==> config.mk <==
export PLATFORM = sky130hd
export DESIGN_NAME = ex_stage
export DESIGN_NICKNAME = d
export VERILOG_FILES = /design/src/rtl/ex_stage_pkg.sv /design/src/rtl/ex_stage_mul_seq.sv /design/src/rtl/ex_stage.sv
export SDC_FILE = /design/constraint.sdc
export NUM_CORES = 1
export LEC_CHECK = 0
export CAP_MARGIN = 20
export CORE_UTILIZATION = 53
export CTS_CLUSTER_DIAMETER = 120
export DETAILED_ROUTE_END_ITERATION = 6
export PLACE_DENSITY = 0.83
export SYNTH_ARGS = -nofsm -noshare
export SYNTH_HDL_FRONTEND = slang
export SYNTH_SLANG_ARGS = --single-unit
export TNS_END_PERCENT = 10
==> constraint.sdc <==
create_clock -name CLK -period 6.08 [get_ports CLK]
set_input_delay 0.912 -clock CLK [delete_from_list [all_inputs] [get_ports CLK]]
set_output_delay 0.912 -clock CLK [all_outputs]
set_load 0.02 [all_outputs]
==> src/rtl/ex_stage_pkg.sv <==
// Shared definitions for the execute stage: ALU opcodes, MUL FSM encoding and
// the EX/MEM control bubble.
package ex_stage_pkg;

  localparam logic [2:0] ALU_ADD = 3'b000;
  localparam logic [2:0] ALU_SUB = 3'b001;
  localparam logic [2:0] ALU_AND = 3'b010;
  localparam logic [2:0] ALU_OR  = 3'b011;
  localparam logic [2:0] ALU_XOR = 3'b100;
  localparam logic [2:0] ALU_SLT = 3'b101;
  localparam logic [2:0] ALU_SLL = 3'b110;
  localparam logic [2:0] ALU_MUL = 3'b111;

  typedef enum logic [1:0] {
    S_IDLE = 2'd0,
    S_BUSY = 2'd1,
    S_DONE = 2'd2
  } state_e;

  typedef struct packed {
    logic reg_write;
    logic mem_write;
    logic mem_read;
    logic reg_store;
  } ctrl_t;

  localparam ctrl_t CTRL_BUBBLE = '0;

endpackage

==> src/rtl/ex_stage_mul_seq.sv <==
// Iterative shift-add multiplier: one partial product per cycle, WIDTH steps.
// o_done is high in the cycle whose closing edge performs the final step.
module ex_stage_mul_seq #(
  parameter int unsigned WIDTH = 16
) (
  input  logic             i_clk,
  input  logic             i_rst,
  input  logic             i_start,
  input  logic             i_abort,
  input  logic [WIDTH-1:0] i_a,
  input  logic [WIDTH-1:0] i_b,
  output logic             o_done,
  output logic [WIDTH-1:0] o_product
);

  localparam int unsigned CW = $clog2(WIDTH + 1);

  logic [WIDTH-1:0] r_mcand;
  logic [WIDTH-1:0] r_mplier;
  logic [WIDTH-1:0] r_acc;
  logic [CW-1:0]    r_count;
  logic             r_run;

  always_ff @(posedge i_clk or posedge i_rst) begin
    if (i_rst) begin
      r_mcand  <= '0;
      r_mplier <= '0;
      r_acc    <= '0;
      r_count  <= '0;
      r_run    <= 1'b0;
    end else if (i_abort) begin
      r_mcand  <= '0;
      r_mplier <= '0;
      r_acc    <= '0;
      r_count  <= '0;
      r_run    <= 1'b0;
    end else if (i_start) begin
      r_mcand  <= i_a;
      r_mplier <= i_b;
      r_acc    <= '0;
      r_count  <= '0;
      r_run    <= 1'b1;
    end else if (r_run) begin
      if (r_mplier[0]) begin
        r_acc <= r_acc + r_mcand;
      end
      r_mcand  <= r_mcand << 1;
      r_mplier <= r_mplier >> 1;
      r_count  <= r_count + CW'(1);
      if (r_count == CW'(WIDTH - 1)) begin
        r_run <= 1'b0;
      end
    end
  end

  assign o_done    = r_run && (r_count == CW'(WIDTH - 1));
  assign o_product = r_acc;

endmodule

==> src/rtl/ex_stage.sv <==
// Execute stage: operand forwarding, ALU with an iterative MUL that stalls
// ID/EX until the product is ready, and the EX/MEM pipeline register.
module ex_stage
  import ex_stage_pkg::*;
#(
  parameter int unsigned WIDTH = 16
) (
  input  logic             CLK,
  input  logic             Reset,
  input  logic             IRegWrite,
  input  logic             IALUSrc,
  input  logic             IMemWrite,
  input  logic             IMemRead,
  input  logic             IRegStore,
  input  logic [2:0]       IALUOP,
  input  logic [WIDTH-1:0] IPCP2,
  input  logic [WIDTH-1:0] I1stArg,
  input  logic [WIDTH-1:0] I2ndArg,
  input  logic [WIDTH-1:0] IImm,
  input  logic [WIDTH-1:0] IRs1,
  input  logic [WIDTH-1:0] IRs2,
  input  logic [WIDTH-1:0] IRd,
  input  logic             WBRegWrite,
  input  logic [WIDTH-1:0] WBRd,
  input  logic [WIDTH-1:0] WBData,
  input  logic             Flush,
  output logic             ORegWrite,
  output logic             OMemWrite,
  output logic             OMemRead,
  output logic             ORegStore,
  output logic [WIDTH-1:0] OPCP2,
  output logic [WIDTH-1:0] OALUResult,
  output logic [WIDTH-1:0] OStoreData,
  output logic [WIDTH-1:0] ORd,
  output logic             Stall
);

  ctrl_t            r_ctrl;
  logic [WIDTH-1:0] r_pcp2;
  logic [WIDTH-1:0] r_result;
  logic [WIDTH-1:0] r_store;
  logic [WIDTH-1:0] r_rd;

  state_e           r_state;
  state_e           w_state_next;

  logic [WIDTH-1:0] w_fwd_a;
  logic [WIDTH-1:0] w_fwd_b;
  logic [WIDTH-1:0] w_alu_b;
  logic [WIDTH-1:0] w_alu_res;
  logic             w_is_mul;
  logic             w_mul_start;
  logic             w_mul_abort;
  logic             w_mul_done;
  logic [WIDTH-1:0] w_mul_product;
  logic             w_take_product;

  // EX/MEM result takes priority over MEM/WB; register 0 is never forwarded.
  always_comb begin
    w_fwd_a = I1stArg;
    if (r_ctrl.reg_write && (r_rd == IRs1) && (IRs1 != '0)) begin
      w_fwd_a = r_result;
    end else if (WBRegWrite && (WBRd == IRs1) && (IRs1 != '0)) begin
      w_fwd_a = WBData;
    end
  end

  always_comb begin
    w_fwd_b = I2ndArg;
    if (r_ctrl.reg_write && (r_rd == IRs2) && (IRs2 != '0)) begin
      w_fwd_b = r_result;
    end else if (WBRegWrite && (WBRd == IRs2) && (IRs2 != '0)) begin
      w_fwd_b = WBData;
    end
  end

  assign w_alu_b  = IALUSrc ? IImm : w_fwd_b;
  assign w_is_mul = (IALUOP == ALU_MUL);

  always_comb begin
    w_alu_res = '0;
    unique case (IALUOP)
      ALU_ADD: w_alu_res = w_fwd_a + w_alu_b;
      ALU_SUB: w_alu_res = w_fwd_a - w_alu_b;
      ALU_AND: w_alu_res = w_fwd_a & w_alu_b;
      ALU_OR:  w_alu_res = w_fwd_a | w_alu_b;
      ALU_XOR: w_alu_res = w_fwd_a ^ w_alu_b;
      ALU_SLT: w_alu_res = {{(WIDTH - 1){1'b0}}, ($signed(w_fwd_a) < $signed(w_alu_b))};
      ALU_SLL: w_alu_res = w_fwd_a << w_alu_b[3:0];
      ALU_MUL: w_alu_res = '0;
      default: w_alu_res = '0;
    endcase
  end

  ex_stage_mul_seq #(
    .WIDTH (WIDTH)
  ) u_mul_seq (
    .i_clk     (CLK),
    .i_rst     (Reset),
    .i_start   (w_mul_start),
    .i_abort   (w_mul_abort),
    .i_a       (w_fwd_a),
    .i_b       (w_alu_b),
    .o_done    (w_mul_done),
    .o_product (w_mul_product)
  );

  always_ff @(posedge CLK or posedge Reset) begin
    if (Reset) begin
      r_state <= S_IDLE;
    end else begin
      r_state <= w_state_next;
    end
  end

  always_comb begin
    w_state_next = r_state;
    unique case (r_state)
      S_IDLE: if (w_is_mul && !Flush) w_state_next = S_BUSY;
      S_BUSY: begin
        if (Flush) begin
          w_state_next = S_IDLE;
        end else if (w_mul_done) begin
          w_state_next = S_DONE;
        end
      end
      S_DONE:  w_state_next = S_IDLE;
      default: w_state_next = S_IDLE;
    endcase
  end

  // Stall covers the issuing IDLE cycle plus WIDTH BUSY cycles; reset masks it.
  always_comb begin
    Stall          = 1'b0;
    w_mul_start    = 1'b0;
    w_mul_abort    = 1'b0;
    w_take_product = 1'b0;
    unique case (r_state)
      S_IDLE: begin
        Stall       = !Reset && w_is_mul && !Flush;
        w_mul_start = w_is_mul && !Flush;
      end
      S_BUSY: begin
        Stall       = !Reset;
        w_mul_abort = Flush;
      end
      S_DONE: begin
        w_mul_abort    = Flush;
        w_take_product = 1'b1;
      end
      default: ;
    endcase
  end

  always_ff @(posedge CLK or posedge Reset) begin
    if (Reset) begin
      r_ctrl   <= CTRL_BUBBLE;
      r_pcp2   <= '0;
      r_result <= '0;
      r_store  <= '0;
      r_rd     <= '0;
    end else if (Flush || Stall) begin
      r_ctrl   <= CTRL_BUBBLE;
      r_pcp2   <= '0;
      r_result <= '0;
      r_store  <= '0;
      r_rd     <= '0;
    end else begin
      r_ctrl   <= '{reg_write: IRegWrite, mem_write: IMemWrite,
                    mem_read: IMemRead, reg_store: IRegStore};
      r_pcp2   <= IPCP2;
      r_result <= w_take_product ? w_mul_product : w_alu_res;
      r_store  <= w_fwd_b;
      r_rd     <= IRd;
    end
  end

  assign ORegWrite  = r_ctrl.reg_write;
  assign OMemWrite  = r_ctrl.mem_write;
  assign OMemRead   = r_ctrl.mem_read;
  assign ORegStore  = r_ctrl.reg_store;
  assign OPCP2      = r_pcp2;
  assign OALUResult = r_result;
  assign OStoreData = r_store;
  assign ORd        = r_rd;

endmodule

* Yosys cells after proc, flatten, opt, wreduce, memory -nomap -nowiden
Index checks and enable logic that the tools add are counted.
** Cells by class
- Add/sub/neg operators :: 4
- $lt $le $gt $ge :: 1
- Equality and inequality tests :: 16
- Shift operators :: 1
- Multiplexer cells :: 37
- Bitwise gates (word level) :: 3
- Reduce and logical (&&, ||, !) cells :: 24
** Operator list (number)
- 16-bit two-way mux :: 20
- 16-bit case mux with 8 select lines :: 1
- 16-bit equality test :: 4
- 16-bit adder :: 2
- 16-bit nonzero test :: 2
- 16-bit AND :: 1
- 16-bit < comparator :: 1
- 16-bit bitwise OR :: 1
- 16-bit by 4-bit left shift with 16-bit output :: 1
- 16-bit subtractor :: 1
- 16-bit XOR :: 1
- 5-bit two-way mux :: 3
- 3-bit equality test (second input constant) :: 4
- 1-bit logical AND :: 12
- 1-bit two-way mux :: 7
- 3-bit by 2-bit equality test with 1-bit output (second input constant) :: 2
- 2-bit two-way mux :: 3
- 3-bit nonzero test :: 2
- 5-bit by 1-bit adder with 5-bit output (second input constant) :: 1
- 5-bit by 4-bit equality test with 1-bit output (second input constant) :: 1
- 4-bit two-way mux :: 1
- 2-bit case mux with 2 select lines :: 1
- 2-bit AND reduction :: 2
- 3-bit by 1-bit equality test with 1-bit output (second input constant) :: 1
- 10 further kinds :: 11
** Word-level totals
- Register bits :: 124
- Word-level logic and storage cells :: 100

* Depth between registers and ports, before layout
- Depth in word-level cells :: 10
- Depth in mapped cells :: 22
- Gate-level depth less buffers :: 20

* Hierarchy
A second synthesis with hierarchy kept.
** Second synthesis, totals
- Cell total of the unflattened synthesis :: 1224
- Area, all modules :: 10176.0 µm²
** By module, submodules not included
- ex_stage :: instances 1, cells an instance 855, area an instance 6916.6 µm², seq. area each 1751.7 µm²
- ex_stage_mul_seq :: instances 1, cells an instance 369, area an instance 3259.4 µm², seq. area each 1351.3 µm²

* Worst setup path after synthesis
OpenSTA, ideal clock, no wires.
- Kind :: input to register
- From :: input port WBRd[13]
- To :: register r_result[15], in the netlist OALUResult[15]
- Library setup time :: 0.130 ns
- Arrival time :: 5.094 ns
- Required time :: 5.950 ns
- Setup slack :: 0.856 ns
- Cell stages on the path :: 21
- Path through :: xnor2_1 -> nand4_1 -> or4_4 -> or2_2 -> clkbuf_1 -> buf_1 -> mux2i_1 -> a21oi_1 -> mux2i_1 -> inv_1 -> ha_1 -> clkbuf_1 -> a21oi_1 -> a2bb2oi_1 -> a2111o_1 -> a31oi_1 -> nor2_1 -> mux2i_1 -> nor2_1 -> a2111oi_2 -> a21oi_1
** On the way
- Word-level cells in the longest chain between the ends :: 10
** RTL lines
- start, declared :: RTL line ex_stage.sv:24 : input logic [WIDTH-1:0] WBRd,
- 16-bit equality test :: RTL line ex_stage.sv:72 : end else if (WBRegWrite && (WBRd == IRs2) && (IRs2 != '0)) begin
- 1-bit logical AND (2 in series) :: RTL line ex_stage.sv:72
- 16-bit two-way mux :: RTL line ex_stage.sv:72
- 16-bit two-way mux :: RTL line ex_stage.sv:70 : if (r_ctrl.reg_write && (r_rd == IRs2) && (IRs2 != '0)) begin
- 16-bit two-way mux :: RTL line ex_stage.sv:77 : assign w_alu_b = IALUSrc ? IImm : w_fwd_b;
- 16-bit subtractor (tied with other cells) :: RTL line ex_stage.sv:84 : ALU_SUB: w_alu_res = w_fwd_a - w_alu_b;
- 16-bit case mux with 8 select lines * :: RTL line ex_stage.sv:82 : unique case (IALUOP)
- 16-bit two-way mux * :: RTL line ex_stage.sv:172 : r_result <= w_take_product ? w_mul_product : w_alu_res;
- 16-bit two-way mux * :: RTL line ex_stage.sv:162 : end else if (Flush || Stall) begin
- end signal, assigned :: RTL line ex_stage.sv:172
- end, declared :: RTL line ex_stage.sv:40 : logic [WIDTH-1:0] r_result;
Every way passes the cells marked *; elsewhere a longest branch is shown, timed or not.
A chain may end at the register's enable or synchronous reset.

* Worst setup path after layout
- From :: input port IRs2[7]
- To :: register r_result[15], in the netlist OALUResult[15]
** On the way
- Word-level cells in the longest chain between the ends :: 10
** RTL lines
- start, declared :: RTL line ex_stage.sv:21 : input logic [WIDTH-1:0] IRs2,
- 16-bit equality test :: RTL line ex_stage.sv:72
- 1-bit logical AND (2 in series) :: RTL line ex_stage.sv:72
- 16-bit two-way mux :: RTL line ex_stage.sv:72
- 16-bit two-way mux * :: RTL line ex_stage.sv:70
- 16-bit two-way mux * :: RTL line ex_stage.sv:77
- 16-bit subtractor (tied with other cells) :: RTL line ex_stage.sv:84
- 16-bit case mux with 8 select lines * :: RTL line ex_stage.sv:82
- 16-bit two-way mux * :: RTL line ex_stage.sv:172
- 16-bit two-way mux * :: RTL line ex_stage.sv:162
Marked as above.

==> out/metrics.cfg <==
[status]
status = finished with violations
violations = design-rule violations

[detailed_routing]
dr.first_iter.drc_count = 1172
drt-total-wl_mm = 41.48
routedWlPerCell_um = 23.91
vias_per_cell = 6.175
drc = 2
vias = 10710
postRouteAntennaNets = 0
dr.pass1.iters = 7

[critical_path]
reg2reg_from = ORd[13]$_DFF_PP0_
cp_top_family = simple AND/OR/NAND/NOR gates
ff2ff_setup_slack_ps = 1050
critPathCapture = OALUResult[15]$_DFF_PP0_
cp.required_ps = 6440
arrival_ps = 6120
crit_path_max_incr_delay_ps = 660
reg2reg_to = OALUResult[14]$_DFF_PP0_
crit_buf_inv = 3
worstPathCellList = clkdlybuf4s50_1 > nor4_1 > and4_4 > or4_4 > or2_2 > mux2i_1 > a21oi_1 > mux2i_2 > inv_1 > ha_1 > inv_1 > nor3_1 > o2111ai_1 > nand3_1 > a41oi_1 > o21ai_0 > xnor2_1 > a221o_2 > a21oi_1
cp_max_fo = 12
cp_num_cells = 19
startpoint_type = primary input
startpoint = IRs2[7]
end_kind = register
cp_slowest_cell = clkdlybuf4s50_1
critPathKind = in -> reg
ff2ff_path_depth = 19

[flow_run]
maxCapViolations = 0

[synth]
ys_types = 102
yosys.area_share.adder = 0.08631
synth_edf_count = 0
synth-simple-area-share = 0.1961
ys.flop_type = dfrtp_1
synthArstFlopShare = 1.000
avgSynthCellArea_um2 = 8.649
synth_cells = 1237
yosysSeqAreaShare = 0.2900
synth_area_leaders = dfrtp_1 (29%), ha_1 (8.1%), mux2i_1 (5.6%)
synth_top_area_frac = 0.2900
ys_ff_latch = 124
muxShareOfSynthArea = 0.07566
syn-cell-area_um2 = 10700
synthXorXnorAreaFrac = 0.08759
synth_fp_nets = 1465
synth-compound-area-share = 0.2062
yosysWarnings = 0
synth_top_family_by_area = compound AO/OA/AOI/OAI gates
yosys.area.top_type = dfrtp_1

[sta]
setup_slack_ps = 325.4
fin_hold_ws_ps = 548.7
fin_skew_ps = 16.55
final_hold_viol_count = 0
worst_pin_slew_ps = 1002
finalMaxSlewViolations = 0
rsz0062_at_grt = no
period_share = 0.9465
finalSetupViolations = 0
fmax_mhz = 173.8
fin_crit_ps = 5755
timing.slew.headroom = 0.3294

[pwr]
p_seq_frac = 0.308
p_sw_frac = 0.3883
power.internal_w = 0.002280
clkPwrFrac = 0.282
cellPowerDensity_nw_per_um2 = 268.7
comb_power_share = 0.410
ir_drop_mv = 0.3113
leakage_nw = 6.004
p_switching_w = 0.001448

[global_route]
grt_pass1_vias = 10240
grt_overflow_total = 0
grtUsageTotal = 0.4071
antenna_found_initial = 1
grt_max_degree = 68
grt_pass1_wl_mm = 61.96

[place]
dp_slack_ps = -18.54
place_area_um2 = 13280
place_congestion = 0.9884
place_inst = 1703
dp_hpwl_mm = 31.93
portBuffers = 224

[cts]
cts_root_buf = clkbuf_16
cts_tree = done
cts_num_sinks = 124
cts-buffers-inserted = 17
ctsLongestPathBuffers = 2
clkTransAtPathRegs_ps = 70
cts-hold-fix-buffers = 0
insertion_delay_ps = 430
htree_levels = 4

[cells_and_area]
final_cell_area_um2 = 13870
fin_nets = 1685
area_growth_pct = 29.68
stdcell_count = 1735
layout-drive-gt1-share = 0.09871

[worst_hold_path]
hold_class = reg -> reg

[floorplanning]
num_rows = 51
num_io_pins = 225
core_area_um2 = 19650
dieArea_um2 = 20760
start_util = 0.5444
fp.dieW_um = 144.1
die_y_um = 144.1

[power by group through the flow]
stage	logic, W	registers (W)	clock network, W
after CTS	0.00150	0.00114	0.00105
after global routing	0.00165	0.00116	0.00108
final	0.00153	0.00115	0.00105
after detailed placement	0.00149	0.00115	0
after global placement	0.00147	0.00115	0
after floorplan	0.000922	0.00116	0
[worst min path at each step]
stage	to	startpoint	cells after the start	slack [ps]
2_1_floorplan	u_mul_seq.r_mplier[15]$_DFFE_PP0P_	u_mul_seq.r_mplier[15]$_DFFE_PP0P_	2	450
3_3_place_gp	u_mul_seq.r_count[3]$_DFFE_PP0P_	u_mul_seq.r_count[3]$_DFFE_PP0P_	2	510
3_5_place_dp	u_mul_seq.r_mcand[0]$_DFFE_PP0P_	u_mul_seq.r_mcand[0]$_DFFE_PP0P_	2	520
4_1_cts	u_mul_seq.r_count[3]$_DFFE_PP0P_	u_mul_seq.r_count[3]$_DFFE_PP0P_	2	550
5_1_grt	u_mul_seq.r_count[2]$_DFFE_PP0P_	u_mul_seq.r_count[2]$_DFFE_PP0P_	2	580
6_report	u_mul_seq.r_count[3]$_DFFE_PP0P_	u_mul_seq.r_count[3]$_DFFE_PP0P_	2	550
[cells in the mapped netlist (4+ instances only)]
master and number:
o21bai_1 6, o21ai_1 7, a21oi_1 95, o22ai_1 14, dfrtp_1 124, and3_1 9, or3_1 9, mux2_2 8
a221oi_1 7, nor3_2 4, buf_1 6, nor2b_1 18, o211ai_1 13, nor2_1 95, a21oi_2 8, nand2b_1 8
clkbuf_8 6, nor2_2 5, ha_1 69, nand2_1 73, nor3b_1 4, nand4_1 15, mux2i_1 60, a21o_1 9
clkbuf_1 52, a31oi_1 13, o21a_1 7, xor2_1 40, o21ai_0 42, a211oi_1 47, nor4_1 14, inv_1 62
and2_1 49, xnor2_1 67, nand3_1 33, nor3_1 33
[metrics by stage]
| stage | total power (W) | setup TNS (ps) | utilization |
|---|---|---|---|
| finish | 0.003728 | 0 | 0.7059 |
| global route | 0.003897 | 0 | 0.7059 |
| CTS | 0.003697 | 0 | 0.7056 |
| detailed placement | 0.002641 | -18.54 | 0.6755 |
| global placement | 0.002614 | -29.40 | 0.6755 |
| floorplan | 0.002086 | 0 | - |
[logic make-up after synthesis]
logic type,Yosys count
AO/OA/AOI/OAI,322
XOR/XNOR,107
AND/OR/NAND/NOR,400
adder cells (fa/ha/maj),72
flip-flops,124
multiplexers,74
buffers and inverters,138
[tightest hold or removal path, delay by kind of cell (launching register included)]
family | cells | cell delay [ps]
flip-flops | 1 | 350
AND/OR/NAND/NOR | 1 | 80
XOR/XNOR | 1 | 70
[placed cells by master (no fill, tap or decap), types with 48 or more instances in the layout]
master	netlist	routed
a21oi_1	95	95
buf_4	1	48
nor2_1	95	94
and2_1	49	49
mux2i_1	60	59
clkdlybuf4s50_1	0	224
inv_1	62	61
ha_1	69	69
xnor2_1	67	67
nand2_1	73	73
dfrtp_1	124	123
[cell type report]
| class | count | area, µm² |
|---|---|---|
| clock inverter | 11 | 135.1 |
| timing repair buffer | 272 | 2603 |
| antenna | 1 | 2.502 |
| inverter | 67 | 256.5 |
| sequential | 124 | 3104 |
| clock buffer | 20 | 456.7 |
| fill | 1604 | 5779 |
| multi-input combinational | 975 | 6985 |
| tap | 265 | 331.6 |
[flip-flops by register name (all words and copies together), names as in the netlist, 2 cells and up]
name,cells
OALUResult,16
OPCP2,16
u_mul_seq.r_mcand,16
u_mul_seq.r_mplier,16
OStoreData,16
u_mul_seq.r_count,5
u_mul_seq.o_product,16
ORd,16
r_state,2
[repair_timing]
| item | in CTS | in global routing |
|---|---|---|
| gates resized for setup | 0 | 1 |
| setup endpoints to repair | 0 | 1 |
| buffers inserted | 0 | 0 |
| endpoints found under the hold margin | 0 | 0 |
[metal layers]
| layer | vias to the layer above | global-route usage | share of wire |
|---|---|---|---|
| met3 | 106 | 0.08974 | 0.090 |
| met1 | 5152 | 0.5472 | 0.42 |
| li1 | 4877 | - | - |
| met4 | 0 | 0.1736 | 0.037 |
| met2 | 578 | 0.6283 | 0.45 |
| met5 | - | 0 | 0 |
No activity file was read; power rests on OpenSTA's default activity.
